**src/rtl/uart_arb_pkg.sv**
```systemverilog
// Shared types and constants for the UART transmit-stream arbiter.
package uart_arb_pkg;

  localparam int BYTE_W = 8;

  typedef enum logic {
    ARB_IDLE,
    ARB_LOCKED
  } arb_state_e;

  // Gap counter must hold MAX_GAP itself; keep at least one bit when the watchdog is off.
  function automatic int gap_width(input int max_gap);
    return (max_gap > 0) ? $clog2(max_gap + 1) : 1;
  endfunction

endpackage

```
**src/rtl/rr_pick.sv**
```systemverilog
// Combinational round-robin pick: first valid requester at or after ptr_i, wrapping.
module rr_pick #(
  parameter int NUM_REQ = 2,
  parameter int PTR_W   = 1
) (
  input  logic [NUM_REQ-1:0] valid_i,
  input  logic [PTR_W-1:0]   ptr_i,
  output logic [NUM_REQ-1:0] sel_o,
  output logic               any_o
);

  int  idx;
  logic found;

  always_comb begin
    sel_o = '0;
    found = 1'b0;
    idx   = 0;
    for (int i = 0; i < NUM_REQ; i++) begin
      idx = int'(ptr_i) + i;
      if (idx >= NUM_REQ) begin
        idx = idx - NUM_REQ;
      end
      for (int j = 0; j < NUM_REQ; j++) begin
        if (!found && (j == idx) && valid_i[j]) begin
          sel_o[j] = 1'b1;
          found    = 1'b1;
        end
      end
    end
    any_o = |valid_i;
  end

endmodule

```
**src/rtl/uart_tx_arbiter.sv**
```systemverilog
// Packet-locked round-robin arbiter sharing one UART transmit byte stream between
// NUM_REQ requesters, with a stall watchdog that releases an abandoned lock.
module uart_tx_arbiter
  import uart_arb_pkg::*;
#(
  parameter int NUM_REQ = 2,
  parameter int MAX_GAP = 1024
) (
  input  logic                      clk_i,
  input  logic                      reset_i,
  input  logic [NUM_REQ*BYTE_W-1:0] req_data_i,
  input  logic [NUM_REQ-1:0]        req_valid_i,
  input  logic [NUM_REQ-1:0]        req_last_i,
  output logic [NUM_REQ-1:0]        req_ready_o,
  output logic [BYTE_W-1:0]         tx_data_o,
  output logic                      tx_valid_o,
  input  logic                      tx_ready_i,
  output logic [NUM_REQ-1:0]        grant_o,
  output logic                      busy_o,
  output logic                      timeout_o
);

  localparam int PTR_W = (NUM_REQ > 1) ? $clog2(NUM_REQ) : 1;
  localparam int GAP_W = gap_width(MAX_GAP);
  localparam bit WD_ON = (MAX_GAP > 0);

  arb_state_e          state_q, state_d;
  logic [PTR_W-1:0]    ptr_q, ptr_d;
  logic [PTR_W-1:0]    gidx_q, gidx_d;
  logic [NUM_REQ-1:0]  grant_q, grant_d;
  logic [GAP_W-1:0]    gap_q, gap_d;
  logic                timeout_q, timeout_d;
  logic [BYTE_W-1:0]   tx_data_q, tx_data_d;
  logic                tx_valid_q, tx_valid_d;

  logic [NUM_REQ-1:0]  pick_sel;
  logic                pick_any;
  logic [PTR_W-1:0]    pick_idx;
  logic [PTR_W-1:0]    ptr_next;
  logic [BYTE_W-1:0]   cur_byte;
  logic                cur_valid;
  logic                cur_last;
  logic                slot_free;
  logic                accept;

  rr_pick #(
    .NUM_REQ (NUM_REQ),
    .PTR_W   (PTR_W)
  ) u_rr_pick (
    .valid_i (req_valid_i),
    .ptr_i   (ptr_q),
    .sel_o   (pick_sel),
    .any_o   (pick_any)
  );

  always_comb begin
    pick_idx = '0;
    for (int i = 0; i < NUM_REQ; i++) begin
      if (pick_sel[i]) begin
        pick_idx = PTR_W'(i);
      end
    end
  end

  // Owner's byte stream, selected by the one-hot grant.
  always_comb begin
    cur_byte = '0;
    for (int i = 0; i < NUM_REQ; i++) begin
      cur_byte = cur_byte | (req_data_i[i*BYTE_W +: BYTE_W] & {BYTE_W{grant_q[i]}});
    end
    cur_valid = |(req_valid_i & grant_q);
    cur_last  = |(req_last_i & grant_q);
  end

  assign ptr_next    = (gidx_q == PTR_W'(NUM_REQ - 1)) ? '0 : gidx_q + PTR_W'(1);
  assign slot_free   = ~tx_valid_q | tx_ready_i;
  assign req_ready_o = ((state_q == ARB_LOCKED) && slot_free) ? grant_q : '0;
  assign accept      = |(req_valid_i & req_ready_o);

  always_comb begin
    state_d   = state_q;
    ptr_d     = ptr_q;
    gidx_d    = gidx_q;
    grant_d   = grant_q;
    gap_d     = gap_q;
    timeout_d = 1'b0;
    case (state_q)
      ARB_IDLE: begin
        gap_d = '0;
        if (pick_any) begin
          state_d = ARB_LOCKED;
          grant_d = pick_sel;
          gidx_d  = pick_idx;
        end
      end
      ARB_LOCKED: begin
        if (accept && cur_last) begin
          state_d = ARB_IDLE;
          ptr_d   = ptr_next;
          grant_d = '0;
          gap_d   = '0;
        end else if (cur_valid) begin
          gap_d = '0;
        end else if (WD_ON) begin
          // Owner has gone quiet mid-packet; release once the gap reaches MAX_GAP.
          if (gap_q == GAP_W'(MAX_GAP - 1)) begin
            timeout_d = 1'b1;
            state_d   = ARB_IDLE;
            ptr_d     = ptr_next;
            grant_d   = '0;
            gap_d     = '0;
          end else begin
            gap_d = gap_q + GAP_W'(1);
          end
        end
      end
      default: begin
        state_d = ARB_IDLE;
        grant_d = '0;
      end
    endcase
  end

  // Output register runs independently of the FSM so re-arbitration overlaps a pending byte.
  always_comb begin
    tx_data_d  = tx_data_q;
    tx_valid_d = tx_valid_q;
    if (accept) begin
      tx_data_d  = cur_byte;
      tx_valid_d = 1'b1;
    end else if (tx_ready_i) begin
      tx_valid_d = 1'b0;
    end
  end

  always_ff @(posedge clk_i) begin
    if (reset_i) begin
      state_q    <= ARB_IDLE;
      ptr_q      <= '0;
      gidx_q     <= '0;
      grant_q    <= '0;
      gap_q      <= '0;
      timeout_q  <= 1'b0;
      tx_data_q  <= '0;
      tx_valid_q <= 1'b0;
    end else begin
      state_q    <= state_d;
      ptr_q      <= ptr_d;
      gidx_q     <= gidx_d;
      grant_q    <= grant_d;
      gap_q      <= gap_d;
      timeout_q  <= timeout_d;
      tx_data_q  <= tx_data_d;
      tx_valid_q <= tx_valid_d;
    end
  end

  assign tx_data_o  = tx_data_q;
  assign tx_valid_o = tx_valid_q;
  assign grant_o    = grant_q;
  assign timeout_o  = timeout_q;
  assign busy_o     = (state_q == ARB_LOCKED) | tx_valid_q;

endmodule
```
**config.mk**
```make
export PLATFORM = sky130hd
export DESIGN_NAME = uart_tx_arbiter
export DESIGN_NICKNAME = d
export VERILOG_FILES = /design/src/rtl/uart_arb_pkg.sv /design/src/rtl/rr_pick.sv /design/src/rtl/uart_tx_arbiter.sv
export SDC_FILE = /design/constraint.sdc
export NUM_CORES = 1
export LEC_CHECK = 0
export CELL_PAD_IN_SITES_DETAIL_PLACEMENT = 1
export CELL_PAD_IN_SITES_GLOBAL_PLACEMENT = 1
export CORE_ASPECT_RATIO = 1.5
export CORE_MARGIN = 4
export CORE_UTILIZATION = 45
export CTS_CLUSTER_SIZE = 20
export DETAILED_ROUTE_END_ITERATION = 8
export DONT_BUFFER_PORTS = 1
export GPL_TIMING_DRIVEN = 0
export PLACE_DENSITY = 0.82
export SYNTH_ARGS = -nofsm -noshare
export SYNTH_HDL_FRONTEND = slang
export SYNTH_SLANG_ARGS = --single-unit
export TNS_END_PERCENT = 5
```
**constraint.sdc**
```tcl
create_clock -name clk_i -period 3.1 [get_ports clk_i]
set_input_delay 0.62 -clock clk_i [delete_from_list [all_inputs] [get_ports clk_i]]
set_output_delay 0.62 -clock clk_i [all_outputs]
set_load 0.03 [all_outputs]
```
=== Word-level counts from Yosys, hierarchy flattened ===
Index checks and enable logic that the tools add are counted.
Widths: inputs -> output; s select.

* Register bits: 26
* Bits of input ports: 23
* Output and inout bits: 15
* Logic and storage cells: 87

* Add/subtract/negate cells: 5
* Order comparisons: 2
* Eq/ne operators: 7
* Multiplexer cells: 31
* Bitwise logic cells: 10
* Reduce and logical (&&, ||, !) cells: 24

{| class="wikitable"
|+ Operator list
! kind !! number
|-
| $eq 2x32->1 const A || 2
|-
| $logic_not 32->1 || 2
|-
| $mux 32 || 2
|-
| $mux 11 || 3
|-
| $ge 32x3->1 const B || 1
|-
| $sub 32x3->32 const B || 1
|-
| $pmux 11 s2 || 1
|-
| $mux 1 || 18
|-
| $and 8x8->8 || 2
|-
| $add 11x1->11 const B || 1
|-
| $eq 11x10->1 const B || 1
|-
| $mux 2 || 5
|-
| $logic_and 1x1->1 || 9
|-
| $or 8x8->8 || 1
|-
| $reduce_or 2->1 || 4
|-
| $and 2x2->2 || 3
|-
| $reduce_and 3->1 || 2
|-
| $reduce_or 5->1 || 1
|-
| $pmux 2 s2 || 1
|-
| $reduce_bool 2->1 || 2
|-
| $logic_not 1->1 || 3
|-
| $ne 3x1->1 const B || 1
|-
| $ne 3x2->1 const B || 1
|-
| $sub 1x2->3 const B || 1
|-
| 9 further kinds || 11
|}

=== Logic depth before layout (Yosys ltp) ===
* Depth in word-level cells: 19
* Gate-level depth with buffers: 6
* Mapped depth without buffers: 5

=== Cells and area by module ===
Synthesis repeated with hierarchy kept, for this count alone.

* Cells, all modules: 130
* Area total of the unflattened synthesis: 1,237.4 µm²

{| class="wikitable"
|+ Modules (own cells, without submodules)
! module !! instances !! cells each !! area each (µm²) !! seq. area each (µm²)
|-
| uart_tx_arbiter || 1 || 126 || 1,212.4 || 520.5
|-
| rr_pick || 1 || 4 || 25.0 || 0.0
|}

=== Least setup slack after synthesis ===
Ideal clock, no wire load.

* Kind: reg-to-output
* Start point: register grant_q[1] (netlist: grant_o[1])
* End point: output port req_ready_o[1]
* Arrival time: 1.207 ns
* Path slack: 1.273 ns
* Stages on the path, launching flop included: 3
* Cells stage by stage: dfxtp_1 -> clkbuf_1 -> and3_1

* Cells in the longest elaborated chain, start to end: 1

{| class="wikitable"
|+ Ends and longest elaborated chain
! item !! RTL line !! text
|-
| from (decl) || uart_tx_arbiter.sv:30 || <nowiki>logic [NUM_REQ-1:0] grant_q, grant_d;</nowiki>
|-
| from (signal assigned) || uart_tx_arbiter.sv:150 || <nowiki>grant_q <= grant_d;</nowiki>
|-
| $mux 2 || uart_tx_arbiter.sv:77 || <nowiki>assign req_ready_o = ((state_q == ARB_LOCKED) && slot_free) ? grant_q : '0;</nowiki>
|-
| to (decl) || uart_tx_arbiter.sv:14 || <nowiki>output logic [NUM_REQ-1:0] req_ready_o,</nowiki>
|}

Every way passes these cells.

=== Worst setup path after layout ===
Ends and elaborated chain as after synthesis.

==> results.ini <==
[status]
outcome = finished, final reports clean

[route]
via_count = 936
firstDrtPassIters = 2
drt_iter0_markers = 12
antenna_left = 0
wl_per_cell_um = 16.15
drcViolationCount = 0
wl_mm = 2.439
viasPerCell = 6.199

[floorplanning]
initial_core_util = 0.4753
core_area_um2 = 2477
io_pins = 38
die_w_um = 49.77
core.rowCount = 22
fp.dieH_um = 70.65
die_area_um2 = 3516

[cts]
cts_tree = done
cts_buffers = 3
cts_buffer_depth = 2
clk_pin_slew_ps = 130
cts_root_buf = clkbuf_4
cts_resized = 0
insertion_delay_ps = 310
cts_sinks = 26
hold_buffers = 0
cts_htree_levels = 1
post_cts_buffers = 0

[global_route]
grt_remaining_overflow = 0
busiest_layer = met2
grtUsageTotal = 0.1547
grt_use_met3 = 0.02737
antenna_found_initial = 0
grt_pass1_wl_mm = 4.374
grt_pass1_vias = 995
grt_max_degree = 14
use_met2 = 0.2916
use_met1 = 0.1680

[power]
powerDensity_nw_per_um2 = 463.5
ir_drop_mv = 0.2192
leakage_nw = 0.4407

[setup_path]
critPathLaunch = grant_o[1]
crit_required_ps = 2480
path_cells = clkbuf_1, and3_1
worst_setup_path_start_kind = flip-flop
path_buf_inv = 1
worst_path_max_delay_cell = dfxtp_1
critical-path-max-stage-delay_ps = 600
cp_top_family = flip-flops
worstSetupPathType = flip-flop to primary output
regToRegStartpoint = gap_q[0]
worstPathMaxFanout = 10
cp.arrival_ps = 1730
crit_path_end_kind = primary output

[placed_design]
io_buffers = 0
dpl-instance-area_um2 = 1207
gp_congestion = 0.7553
dpl.hpwl_mm = 1.950

[synth]
synth_edf_count = 0
syn_area_per_cell_um2 = 9.495
synth_top_area_share = 0.4421
syn_area_um2 = 1177
synth_ff_type = dfxtp_1
synth_cell_type_count = 31
yosys_warnings = 0
syn_nets = 148
async_flop_share = 0
yosysMostFrequentCell = dfxtp_1
yosysSeqAreaShare = 0.4421
synth.area.top_cells = dfxtp_1, a211oi_2, nor2_1
synth_common_cells = dfxtp_1, nor2_1, a22oi_1
yosys.area.top_type = dfxtp_1
syn_inst = 124
synth_seq_cells = 26

[finish]
diodes = 0
final_area_um2 = 1230
drive_gt1_frac = 0.1417
nets = 153
area_growth_pct = 4.463
nFillCells = 295

[timing]
fin_setup_tns_ps = 0
worstMarginPinSlew_ps = 623.3
slew_headroom = 0.5845
drv_slew = 0
finalCritPeriodShare = 0.7575
finalSetupViolCount = 0
rsz0062_at_grt = false
layout_min_cycle_time_ps = 2348
fmax_mhz = 425.8
finClkSkew_ps = 2.265
finalHoldViolCount = 0

[worst_hold_path]
min_from = reset_i
min_path_type = input port to flip-flop

[run]
drv_cap = 0

[kinds of logic after synthesis]
logic type	synth area share
compound gates	0.2030
xor+xnor	0.05951
fa+ha+maj	0.01063
buf+inv	0.03825
flops	0.4421
mux	0.009564
simple gates	0.2370
[final cells by class]
type                    count  area, µm²  share of cell area
multi-input cells          90      611.8              0.4975
flip-flops and latches     26      520.5              0.4232
plain buffers               6      37.54             0.03052
well taps                  24      30.03             0.02442
clock buffers               3      22.52             0.01831
inverters                   2      7.507            0.006104
[layout by cell type, fill, tap and decap left out, drive strengths merged, types with 2 or more instances in the layout]
| cell type | synthesis | layout |
|---|---|---|
| dfxtp | 26 | 26 |
| nor2 | 21 | 21 |
| a22oi | 9 | 9 |
| a211oi | 8 | 8 |
| nand3 | 8 | 8 |
| xor2 | 7 | 7 |
| clkbuf | 4 | 7 |
| and3 | 5 | 5 |
| nand2 | 5 | 5 |
| nand4 | 4 | 4 |
| nor2b | 3 | 3 |
| a21oi | 3 | 3 |
| and4 | 3 | 3 |
| a22o | 2 | 2 |
| buf | 2 | 2 |
| inv | 2 | 2 |
[routing by layer]
metal	share of wire	routed length, µm
met5	0	0
met4	0.011	27
met3	0.042	102
met2	0.56	1357
met1	0.39	951
[through the flow]
stage | hold WS [ps] | utilization | setup slack [ps] | power [mW] | std cells
after detailed placement | 445.8 | 0.4874 | 1111 | 0.4400 | 148
final | 347.6 | 0.4965 | 751.7 | 0.5700 | 151
after global placement | 429.2 | 0.4874 | 1126 | 0.4370 | 148
after floorplan | 420.2 | - | 1273 | 0.4269 | 124
after CTS | 335.3 | 0.4965 | 737.9 | 0.5791 | 151
after global routing | 325.0 | 0.4965 | 649.0 | 0.5990 | 151
[state kept, by name, indices dropped and copies added, names as in the netlist]
| register | cells |
|---|---|
| gap_q | 11 |
| gidx_q | 1 |
| grant_o | 2 |
| ptr_q | 1 |
| state_q | 1 |
| timeout_o | 1 |
| tx_data_o | 8 |
| tx_valid_o | 1 |
[report_power, final]
group          internal, mW  total [mW]  switching, mW
sequential            0.345       0.367         0.0226
clock                0.0455       0.139         0.0933
combinational        0.0239      0.0639         0.0400
[worst paths after layout]
path / to / slack, ps / cells past startpoint
setup / recovery: req_ready_o[1] / 750 / 2
hold / removal: tx_data_o[1] / 350 / 1
setup reg to reg: ptr_q / 1410 / 5
hold reg to reg: gap_q[10] / 460 / 2
Note: power is estimated with default switching activity, not from simulation.
